<file path="src/rtl/vga_plot_arbiter.sv">
// Round-robin arbiter sharing one vga_adapter plot port among 3 requesters; pixel out 1 cycle after handshake.
// Backpressure: req_ready only to the owner in OWN; optional PLOT_CLIP_EN discards off-screen pixels and pulses clipped.
module vga_plot_arbiter #(
  parameter int XMAX = 159,
  parameter int YMAX = 119
) (
  input  logic        CLOCK_50,
  input  logic        resetn,
  input  logic [2:0]  req_valid,
  input  logic [2:0]  req_lock,
  input  logic [23:0] req_x,
  input  logic [20:0] req_y,
  input  logic [8:0]  req_colour,
  output logic [2:0]  req_ready,
  output logic [2:0]  grant,
  output logic [7:0]  x,
  output logic [6:0]  y,
  output logic [2:0]  colour,
  output logic        plot,
  output logic        clipped,
  output logic        busy
);

  localparam logic ST_IDLE = 1'b0;
  localparam logic ST_OWN  = 1'b1;

`ifdef PLOT_CLIP_EN
  localparam logic CLIP_EN = 1'b1;
`else
  localparam logic CLIP_EN = 1'b0;
`endif

  localparam logic [7:0] XMAX_L = 8'(XMAX);
  localparam logic [6:0] YMAX_L = 7'(YMAX);

  logic       state;
  logic [1:0] last;
  logic [2:0] win;
  logic [1:0] own_idx;
  logic [7:0] sel_x;
  logic [6:0] sel_y;
  logic [2:0] sel_colour;
  logic       hs;
  logic       lock_g;
  logic       clip_hit;

  // Search order starts just after the last owner and wraps.
  always_comb begin
    win = 3'b000;
    case (last)
      2'd0: begin
        if (req_valid[1])      win = 3'b010;
        else if (req_valid[2]) win = 3'b100;
        else if (req_valid[0]) win = 3'b001;
      end
      2'd1: begin
        if (req_valid[2])      win = 3'b100;
        else if (req_valid[0]) win = 3'b001;
        else if (req_valid[1]) win = 3'b010;
      end
      default: begin
        if (req_valid[0])      win = 3'b001;
        else if (req_valid[1]) win = 3'b010;
        else if (req_valid[2]) win = 3'b100;
      end
    endcase
  end

  always_comb begin
    own_idx    = 2'd0;
    sel_x      = req_x[7:0];
    sel_y      = req_y[6:0];
    sel_colour = req_colour[2:0];
    if (grant[1]) begin
      own_idx    = 2'd1;
      sel_x      = req_x[15:8];
      sel_y      = req_y[13:7];
      sel_colour = req_colour[5:3];
    end else if (grant[2]) begin
      own_idx    = 2'd2;
      sel_x      = req_x[23:16];
      sel_y      = req_y[20:14];
      sel_colour = req_colour[8:6];
    end
  end

  assign hs       = (state == ST_OWN) && ((grant & req_valid) != 3'b000);
  assign lock_g   = (grant & req_lock) != 3'b000;
  assign clip_hit = CLIP_EN && ((sel_x > XMAX_L) || (sel_y > YMAX_L));

  assign busy      = (state == ST_OWN);
  assign req_ready = (state == ST_OWN) ? grant : 3'b000;

  always_ff @(posedge CLOCK_50 or negedge resetn) begin
    if (!resetn) begin
      state   <= ST_IDLE;
      grant   <= 3'b000;
      last    <= 2'd2;
      x       <= 8'd0;
      y       <= 7'd0;
      colour  <= 3'd0;
      plot    <= 1'b0;
      clipped <= 1'b0;
    end else begin
      plot    <= 1'b0;
      clipped <= 1'b0;
      case (state)
        ST_IDLE: begin
          if (req_valid != 3'b000) begin
            grant <= win;
            state <= ST_OWN;
          end
        end
        default: begin
          if (hs) begin
            if (clip_hit) begin
              clipped <= 1'b1;
            end else begin
              plot   <= 1'b1;
              x      <= sel_x;
              y      <= sel_y;
              colour <= sel_colour;
            end
          end
          // Unlocked owner gives up the port whether or not it sent a pixel.
          if (!lock_g) begin
            grant <= 3'b000;
            state <= ST_IDLE;
            last  <= own_idx;
          end
        end
      endcase
    end
  end

endmodule

</file>
<file path="config.mk">
export PLATFORM = sky130hd
export DESIGN_NAME = vga_plot_arbiter
export DESIGN_NICKNAME = d
export VERILOG_FILES = /design/src/rtl/vga_plot_arbiter.sv
export SDC_FILE = /design/constraint.sdc
export NUM_CORES = 1
export LEC_CHECK = 0
export ABC_AREA = 1
export CAP_MARGIN = 20
export CORE_ASPECT_RATIO = 1.4
export CORE_MARGIN = 2
export CORE_UTILIZATION = 39
export CTS_BUF_LIST = sky130_fd_sc_hd__clkbuf_8 sky130_fd_sc_hd__clkbuf_16
export DETAILED_ROUTE_END_ITERATION = 16
export GPL_ROUTABILITY_DRIVEN = 0
export PLACE_DENSITY = 0.8
export SLEW_MARGIN = 10
export SYNTH_ARGS = -nofsm -noshare
export SYNTH_HDL_FRONTEND = slang
export SYNTH_SLANG_ARGS = --single-unit
</file>
<file path="constraint.sdc">
create_clock -name CLOCK_50 -period 1.3 [get_ports CLOCK_50]
set_input_delay 0.26 -clock CLOCK_50 [delete_from_list [all_inputs] [get_ports CLOCK_50]]
set_output_delay 0.26 -clock CLOCK_50 [all_outputs]
set_load 0.02 [all_outputs]
</file>
After elaboration in Yosys (flattened, before gate mapping)
Index checks and enable logic that the tools add are counted.
{"block": "totals", "ff_bits": 25, "inputBits": 62, "output_inout_bits": 27, "elab_cells": 48}
{"block": "op_classes", "eq_ne": 2, "mux": 27, "bitwise_logic": 3, "n_reduce_logical": 9}
{"operator": "3-bit two-way mux", "n": 12}
{"operator": "8-bit two-way mux", "n": 2}
{"operator": "7-bit two-way mux", "n": 2}
{"operator": "3-bit nonzero test", "n": 3}
{"operator": "2-bit two-way mux", "n": 4}
{"operator": "3-bit bitwise AND", "n": 2}
{"operator": "1-bit two-way mux", "n": 6}
{"operator": "3-bit one-hot mux with 2 select lines", "n": 1}
{"operator": "2-bit AND reduction", "n": 3}
{"operator": "2-bit by 1-bit equality test with 1-bit output, second input constant", "n": 1}
{"operator": "2-bit logical NOT", "n": 1}
{"operator": "2-bit inequality test, second input constant", "n": 1}
{"operator": "2-bit nonzero test", "n": 1}
{"operator": "1-bit logical AND", "n": 1}
{"operator": "1-bit inverter", "n": 1}

Depth between registers and ports, before layout
{"block": "depth", "depth_word": 6, "ltp_mapped": 8, "depth_no_buf": 6}

Least setup slack after synthesis
Ideal clock, no wire load.
{"block": "synth_path", "path_type": "flip-flop to flip-flop", "from": "reg grant[2]", "to": "reg colour[0]", "setup_time_ns": 0.116, "arrival_time_ns": 1.150, "t_required_ns": 1.184, "setup_slack_ns": 0.033, "path_stages_with_launch": 9, "n_path_buf": 2, "period_less_slack_ns": 1.267, "cell_sequence": "dfrtp_1 > buf_4 > nand2_1 > nand3_2 > nand2_4 > inv_4 > buf_8 > nand2_1 > nand2_1"}
{"block": "synth_between", "elab_chain_cells": 4, "word_cells_on_any_way": 6}
{"item": "start, declared", "line": "15", "text": "output logic [2:0] grant,"}
{"item": "start signal, assigned", "line": "110", "text": "grant <= win;"}
{"item": "3-bit bitwise AND", "line": "87", "text": "assign hs = (state == ST_OWN) && ((grant & req_valid) != 3'b000);"}
{"item": "3-bit nonzero test", "line": "87"}
{"item": "1-bit logical AND", "line": "87"}
{"item": "2-bit AND reduction (no source line)"}
{"item": "end signal, assigned", "line": "122", "text": "colour <= sel_colour;"}
{"item": "end, declared", "line": "18", "text": "output logic [2:0] colour,"}
Several ways; a longest one is shown, not always the timed one.
A chain may end at the register's enable or synchronous reset.

Worst setup path after layout
{"block": "layout_path", "from": "reg grant[2]", "to": "out grant[2]"}
No word-level cell between the ends.

==> results by group <==
Critical path
  • R2R Path End: y[0]
  • Critical setup path kind: flop to primary output
  • Nature of the critical path endpoint: primary output
  • Delay-heaviest family, CP: flip-flops
  • CP max stage delay: 460 ps
  • Reg2Reg Launch Point: grant[2]
  • R2R setup slack: 60 ps
  • Required @ worst endpoint: 1040 ps
  • R2R cell count: 7
  • CP arrival: 1020 ps
  • CP max FO: 5
  • Crit-path slowest cell: dfrtp_2
  • CP endpoint: grant[2]
  • Cell depth of the worst setup path: 1
  • Crit-path cells: clkdlybuf4s15_2
  • Setup crit start: grant[2]
  • Bufs and invs on worst path: 1
  • Worst setup SP type: flop

Synth
  • Synth Area in XOR/XNOR: 0%
  • Synth unique cells: 18
  • Post-synthesis compound-gate area fraction: 1.08%
  • FF+latch count, synth: 25
  • Largest family of logic cells by synthesized area: simple AND/OR/NAND/NOR gates
  • Yosys top cell area share: 37.0%
  • Post-synthesis sequential area ratio: 38.6%
  • Simple-Gate Fraction of Synth Area: 44.2%
  • Synth warn: 0
  • Post-Syn Area per Cell: 6.11 µm²
  • Synth area leaders: dfrtp_1 (37%), nand2_1 (34%), inv_1 (10%), nand3_1 (7.1%), buf_4 (2.3%)
  • Syn Nets: 328
  • Area leader, netlist: dfrtp_1
  • Synth Instances: 266
  • Post-Syn Area: 1630 µm²
  • Adder-cell share of the synthesized area: 0%
  • Mux share of post-synthesis cell area: 0%

Clock network
  • Root buffer cell: clkbuf_8
  • Worst skew pair latency: 280 ps
  • CTS tree: yes
  • Total CTS buffers: 3
  • Register clock-pin slew on the reported worst setup and hold paths: 90 ps
  • CTS Sinks: 25
  • Buffer levels on the longest clock path: 2
  • # hold bufs at CTS: 0
  • CTS HTree Levels: 1

Global route
  • GR Util All Layers: 20.9%
  • GRT Max-Usage Layer: met2
  • Vias in the first global route: 1,738
  • Largest net degree at the start of global routing: 26
  • GR Overflow Total: 0
  • First-pass GRT wire length: 7530 µm
  • GR Util met2: 39.2%
  • Met3 Usage GRT: 4.19%
  • Initial antenna violation count: 0
  • Met1 usage: 22.8%

Pwr
  • P_int: 2.97 mW
  • Reg power frac: 25.2%
  • LEAKAGE: 1.61 nW
  • Maximum vdd ir drop: 1.18 mV
  • Switch share: 46.2%
  • Combinational power share: 66.2%
  • Design Power: 5.52 mW
  • Pwr Density: 1980 nW/µm²
  • Clock Power Share: 8.7%
  • Net Sw Power: 2.55 mW

Routing
  • # DRC: 0
  • Wire per inst: 11.8 µm
  • First DRT Iteration DRCs: 88
  • Post-route ant nets: 0
  • Vias per Instance: 4.59
  • Vias: 1,894
  • First drt pass iteration count: 5
  • Routed Wire Length: 4880 µm

Cells and area
  • Fin nets: 433
  • Layout cells sized above 1: 12.4%
  • Final instance area: 2790 µm²
  • Ant. Diodes: 0
  • Sequential Area: 631 µm²
  • Fillers: 350
  • Post-layout util: 70.5%
  • Layout area overhead: 71.5%
  • Most frequent cells in the layout: nand2_1 (146), clkdlybuf4s50_1 (61), inv_1 (45)
  • Commonest non-fill, non-tap cell in the layout: nand2_1
  • Footprint of the multi-input gates: 763 µm²

Placed design
  • Port Buffers: 87
  • Post-DP Area: 2660 µm²
  • HPWL after DPL: 3540 µm

Floorplan
  • Core box area: 3950 µm²
  • Initial Util: 41.1%
  • # IOs: 89
  • DIE WIDTH: 58.6 µm
  • Die Y: 80.4 µm
  • Die ar.: 4710 µm²
  • Site Rows: 27

Timing
  • Hold slack final: 324 ps
  • Minimum clock period: 1280 ps
  • Final cycle utilization of the critical path: 98.1%
  • Final Skew: 3.91 ps
  • Final Hold Fails: 0
  • Final setup fails: 0
  • Peak Freq: 784 MHz
  • Fin. max-slew vios: 0
  • Setup TNS: 0 ps
  • RSZ-0062 raised after global routing: true

Run
  • Max Cap Violations: 0

Hold path
  • Hold Path Class: input pin to async pin

Outcome
  • Status: finished clean
power by group through the flow:
stage	logic (mW)	clock network [mW]	registers (mW)
5_1_grt	4.02	0.531	1.43
3_3_place_gp	3.50	0	1.37
6_report	3.65	0.478	1.39
4_1_cts	3.31	0.490	1.36
3_5_place_dp	3.55	0	1.38
2_1_floorplan	1.59	0	1.75
metrics by stage:
| step | std cells | setup WS, ps |
|---|---|---|
| 5_1_grt | 413 | -25.0 |
| 3_3_place_gp | 402 | -97.5 |
| 3_5_place_dp | 402 | -107 |
| 4_1_cts | 406 | 10.6 |
| 2_1_floorplan | 266 | 33.2 |
| 6_report | 413 | 24.1 |
synthesized netlist by cell type:
| cell type | count |
|---|---|
| inv_4 | 1 |
| inv_2 | 1 |
| dfstp_2 | 1 |
| dfrtp_1 | 24 |
| nand2_1 | 149 |
| buf_4 | 5 |
| conb_1 | 1 |
| clkbuf_1 | 2 |
| o21ai_0 | 2 |
| nand2_4 | 1 |
| inv_1 | 45 |
| buf_2 | 4 |
| nand4_1 | 3 |
| o21a_1 | 1 |
| nand3_2 | 1 |
| nand3_1 | 23 |
| nor2_1 | 1 |
| buf_8 | 1 |
area by class of cell:
type	instances	share of cell area (%)
repair buffers	110	38.9
clock inverters	1	0.180
inverters	47	6.87
well taps	43	1.93
multi-input cells	182	27.4
flip-flops and latches	25	22.6
clock buffers	3	1.48
repair inverters	2	0.628
metal layers:
| metal | share of wire [%] | vias to the layer above | routed length, µm |
|---|---|---|---|
| li1 | - | 988 | - |
| met4 | 1.1 | 0 | 53 |
| met2 | 51 | 69 | 2500 |
| met3 | 7.0 | 5 | 342 |
| met5 | 0 | - | 0 |
| met1 | 41 | 832 | 1980 |
registers in the layout, indices dropped and copies added (netlist names):
name	flops
colour	3
plot	1
y	7
grant	3
x	8
busy	1
last	2
how the worst min path moves through the flow:
stage                     startpoint    to  slack, ps
after floorplan               resetn  busy        -40
after global placement          x[3]  x[3]        460
after detailed placement        y[5]  y[5]        460
after CTS                     resetn  x[6]        330
after global routing          resetn  x[6]        340
final                         resetn  x[6]        320
cells by family after synthesis:
logic type	after synthesis
buf+inv	59
simple gates	178
compound gates	3
other cells	1
flops	25
repair_timing:
action,CTS,global route
resized for setup,40,21
cloned,0,3
pin swaps,0,2
setup buffers,0,4
setup endpoints to repair,26,24
No activity file was read; power rests on OpenSTA's default activity.
==> RTL change 1 (same settings) <==
Reset style: synchronous (`resetn`), changed in one clocked block.
--- a/src/rtl/vga_plot_arbiter.sv
+++ b/src/rtl/vga_plot_arbiter.sv
@@ -93,3 +93,3 @@
 
-  always_ff @(posedge CLOCK_50 or negedge resetn) begin
+  always_ff @(posedge CLOCK_50) begin
     if (!resetn) begin
Behaviour: differs if resetn is asserted again (counterexample within 4 cycles, from zero or initial values and one cycle with resetn low); with resetn held inactive, the same outputs for 10 cycles.
==> RTL change 1 against the unedited design <==
Setup slack gained 0.025 ns; core utilization shrank 3.2 points; design area shrank 4.5%; routed wire length shrank 8.2%; count of clock-buffer cells in the layout is the same; critical endpoint is now req_ready[2]; first-iteration DRC count shrank 43%; maximum frequency grew 2.0%; largest cell class unchanged; non-clock buffer count shrank 3; sequential cell count is the same; area after synthesis shrank 0.69%.
Power is not compared: it rests on default switching activity, and its combinational part moved more than twofold at a synthesized area within 25%.
==> RTL change 1: results (changes against the unedited design) <==
- Min-Delay Endpoint: last[0]
- First-pass GRT wire length: 7210 um (-4.3%)
- Worst path slowest cell: dfxtp_4
- Port bufs: 87 (unchanged)
- Crit path DAT: 0.99 ns (-0.03 ns)
- Leakage: 1.34 nW
- Reg clk slew, reported paths: 0.09 ns (about the same)
- Reg2reg end: x[6]
- Area contributors post-synth: dfxtp_1 (31%), nand2_1 (20%), nand3_1 (7.1%), inv_1 (7.0%), nor2_1 (6.7%)
- Maximum clock insertion buffer count: 2 (unchanged)
- Min-Delay Path Class: flip-flop to flip-flop
- Worst Skew: 0.00196 ns (-0.00195 ns)
- Layout cells sized above 1: 15.3% (+2.9 points)
- Vias in the first global route: 1688 (-2.9%)
- Drt first-iter violations: 50 (-43%)
- Synth Warn #: 0 (unchanged)
- Synth unique cells: 22 (+4)
- Latest clock arrival within the worst-skew pair: 0.26 ns (-0.02 ns)
- Synth Net Count: 330 (+0.61%)
- Crit-path max FO: 4 (-1)
- Pin count of the biggest net entering global routing: 20 (-23%)
- WHS: 0.483 ns (+0.159 ns)
- Worst vdd ir: ~610 uV
- Final WL: 4480 um (-8.2%)
- Initial antenna violation count: 0 (unchanged)
- Cell type with the largest total area after synthesis: dfxtp_1
- Inserted Diodes: 0 (unchanged)
- Gr usage total: 19.4% (-1.5 points)
- H-tree levels: 1 (unchanged)
- R2r setup slk: 0.06 ns (about the same)
- Setup slack at placement: -0.194 ns (-0.0863 ns)
- Nets: 428 (-1.2%)
- DP HPWL: 3550 um (+0.38%)
- Largest regs: x x8, y x7
- Hold Path Cell Cnt: 2
- CP peak stage delay: 0.39 ns (-0.07 ns)
- Crit path max-delay family: flip-flops
- Share of flip-flops with an asynchronous set or reset: 0% (-100 points)
- CTS root buffer: clkbuf_8
- Post-synth top cells: nand2_1 (88), inv_1 (30), nor2_1 (29), dfxtp_1 (25), nand3_1 (23)
- R2R Path Start: grant[1]
- Status: completed
- DR vias: 1860 (-1.8%)
- Reg2Reg Depth: 6 (-1)
- Worst Hold Launch: last[0]
- Sequential-to-total area share from yosys stat: 31.0% (-7.6 points)
- CTS Buf Count: 3 (unchanged)
- Detailed Routing Iterations Pass 1: 4 (-1)
## RTL change 1: worst min-delay path, delay by kind of cell (launching register included)
family          cells  cell delay [ns]
simple gates        1             0.06
flops               1             0.33
compound gates      1             0.05
## RTL change 1: area by class of cell
cell class / instances / area, um2
clock buffer: 3 / 41.3
timing repair buffer: 107 / 1020
tap: 43 / 53.8
multi-input combinational: 197 / 910
inverter: 32 / 123
sequential: 25 / 507
fill: 370 / 1290
clock inverter: 1 / 3.75
## RTL change 1: report_power, final
part           switching, mW  internal, mW
combinational          0.463         0.459
clock                  0.241         0.211
sequential            0.0416         0.835
## RTL change 1: how the worst max path moves through the flow
stage	depth (start not counted)	start	slack, ns	end
finish	3	grant[2]	0.05	req_ready[2]
global route	6	grant[1]	-0.01	x[4]
CTS	3	busy	0.009	req_ready[2]
detailed placement	9	req_valid[0]	-0.19	grant[2]
global placement	9	req_valid[0]	-0.17	grant[2]
floorplan	3	grant[2]	0.03	req_ready[2]
## RTL change 1: timing repair
| action | in CTS | in global routing |
|---|---|---|
| buffers inserted | 0 | 0 |
| resized for setup | 35 | 13 |
| setup endpoints to repair | 44 | 22 |
| hold endpoints to repair | 0 | 0 |
## RTL change 1: logic make-up (layout without fill, tap and decap cells)
family	count (synthesis)	in the layout	synth area share, %
other cells	1	1	0.232
simple gates	172	172	47.3
buf+inv	46	143	13.9
compound gates	24	24	7.60
flops	25	25	31.0
## RTL change 1: layer usage
metal,share of wire [%],GRT usage (%),vias to the layer above,wire [um]
met4,0.83,4.19,0,37
met1,39,21.8,790,1730
met3,6.1,4.19,4,274
li1,-,-,1008,-
met2,54,36.5,58,2430
met5,0,0,-,0
## RTL change 1: metrics by stage
step	setup TNS, ns	cell area (um2)	instances
3_5_place_dp	-3.11	2600	404
6_report	0	2660	408
2_1_floorplan	0	1610	268
3_3_place_gp	-2.69	2600	404
5_1_grt	-0.0177	2660	408
4_1_cts	0	2620	408
==> RTL change 2 (same settings) <==
Made on the original files. The option `PLOT_CLIP_EN` is turned on by a define.
--- a/src/rtl/vga_plot_arbiter.sv
+++ b/src/rtl/vga_plot_arbiter.sv
@@ -2,2 +2,4 @@
 // Backpressure: req_ready only to the owner in OWN; optional PLOT_CLIP_EN discards off-screen pixels and pulses clipped.
+`define PLOT_CLIP_EN
+
 module vga_plot_arbiter #(
Behaviour: not the same (a bounded check fails within 4 cycles, from zero or initial values and one cycle with resetn low).
==> RTL change 2 against the unedited design <==
Sequential power increased by 8%; non-clock buffer count increased by 27; global-route usage increased by 5.8 points; design area increased by 16%; count of clock-buffer cells in the layout increased by 1; routed wire length increased by 46%; sequential cell count increased by 1; total power increased by 41%; the run now ends with negative setup slack left; maximum frequency decreased by 23%; critical endpoint is now colour[0]; critical path type is now flip-flop to flip-flop; combinational power increased by 58%; setup slack got worse by 0.37 ns; area after synthesis increased by 1.8%; synthesized cell count decreased by 14%; worst hold slack got worse by 0.0023 ns.
==> RTL change 2: results (changes against the unedited design) <==
- Reg2reg end: colour[0]
- First-pass GRT wire length: 9760 um (+29%)
- Worst vdd ir: 1380 uV (+17%)
- Status: finished, violations left
- Sequential-to-total area share from yosys stat: 39.4% (+0.81 points)
- Nets: 423 (-2.3%)
- Failing checks: negative setup slack
- Port bufs: 88 (+1.1%)
- WHS: 0.322 ns (-0.00234 ns)
- Post-DR vias/cell: 5.60 (+22%)
- Post-synth top cells: nand2_1 (92), dfrtp_1 (25), nand4_1 (19), nor2_1 (15), inv_1 (12)
- Leakage: 1.61 nW (-0.22%)
- Crit path max-delay family: simple AND/OR/NAND/NOR gates
- CP peak stage delay: 0.44 ns (-0.02 ns)
- Wirelength per Cell: 17.6 um (+49%)
- Crit path DAT: 1.82 ns (+0.80 ns)
- Gr usage total: 26.7% (+5.8 points)
- Vias in the first global route: 2163 (+24%)
- DR vias: 2269 (+20%)
- Area contributors post-synth: dfrtp_1 (38%), nand2_1 (21%), nand4_1 (7.2%), a31oi_1 (4.2%), nor2_1 (3.4%)
- Share of flip-flops with an asynchronous set or reset: 100% (unchanged)
- Final worst slack: -0.348 ns (-0.372 ns)
- Pin count of the biggest net entering global routing: 27 (+3.8%)
- DP HPWL: 3840 um (+8.7%)
- Met1 usage: 28.5% (+5.7 points)
- Crit-path max FO: 8 (+3)
- Detailed Routing Iterations Pass 1: 4 (-1)
- Grt met2 use: 52.3% (+13 points)
- Setup violators final: 24 (+24)
- Drt first-iter violations: 160 (+82%)
- Mapped Cells: 228 (-14%)
- Fillers: 266 (-24%)
- Synth Net Count: 290 (-12%)
==> RTL change 2: cell types whose count changed after synthesis, sizes merged, moves of 2 or more <==
cell | unedited run | this run
clkbuf | 2 | 4
a21oi | 0 | 5
or2 | 0 | 6
nand3 | 24 | 12
nand2 | 150 | 96
nor2 | 1 | 17
a31oi | 0 | 11
inv | 47 | 16
nand4 | 3 | 19
==> RTL change 2: stage by stage <==
stage	setup TNS, ns	instance area (um2)	utilization (%)
after floorplan	-1.82	1680	-
after global placement	-7.57	2690	64.5
after detailed placement	-8.37	2690	64.5
after CTS	-4.17	3080	73.9
after global routing	-7.78	3240	77.8
final	-6.48	3240	77.8
==> RTL change 2: routing by layer <==
metal	up-vias	wire, um
met5	-	0
met4	0	242
met3	22	379
met2	121	3980
met1	1106	2510
li1	1020	-
==> RTL change 2: final cells by class <==
| class | count | area share, % |
|---|---|---|
| Timing Repair Buffer | 137 | 40.9 |
| Multi-Input combinational cell | 177 | 33.1 |
| Sequential cell | 26 | 20.2 |
| Inverter | 16 | 2.39 |
| Tap cell | 45 | 1.74 |
| Clock buffer | 4 | 1.70 |
==> RTL change 2: where the power goes <==
| group | switching (mW) | internal [mW] | total (mW) |
|---|---|---|---|
| Clock | 0.273 | 0.272 | 0.545 |
| Combinational | 3.19 | 2.56 | 5.75 |
| Sequential | 0.293 | 1.20 | 1.50 |
==> RTL change 2: kinds of logic after synthesis <==
logic type / share of synthesized area, %
and+or+nand+nor: 41.9
buffers and inverters: 10.3
DFF: 39.4
AOI/OAI and AO/OA: 8.47
==> RTL change 2: timing repair <==
action	4_1_cts	5_1_grt
buffers inserted	17	7
resized for setup	96	34
pin swaps	16	17
endpoints found under the setup margin	53	34
gates cloned	5	1
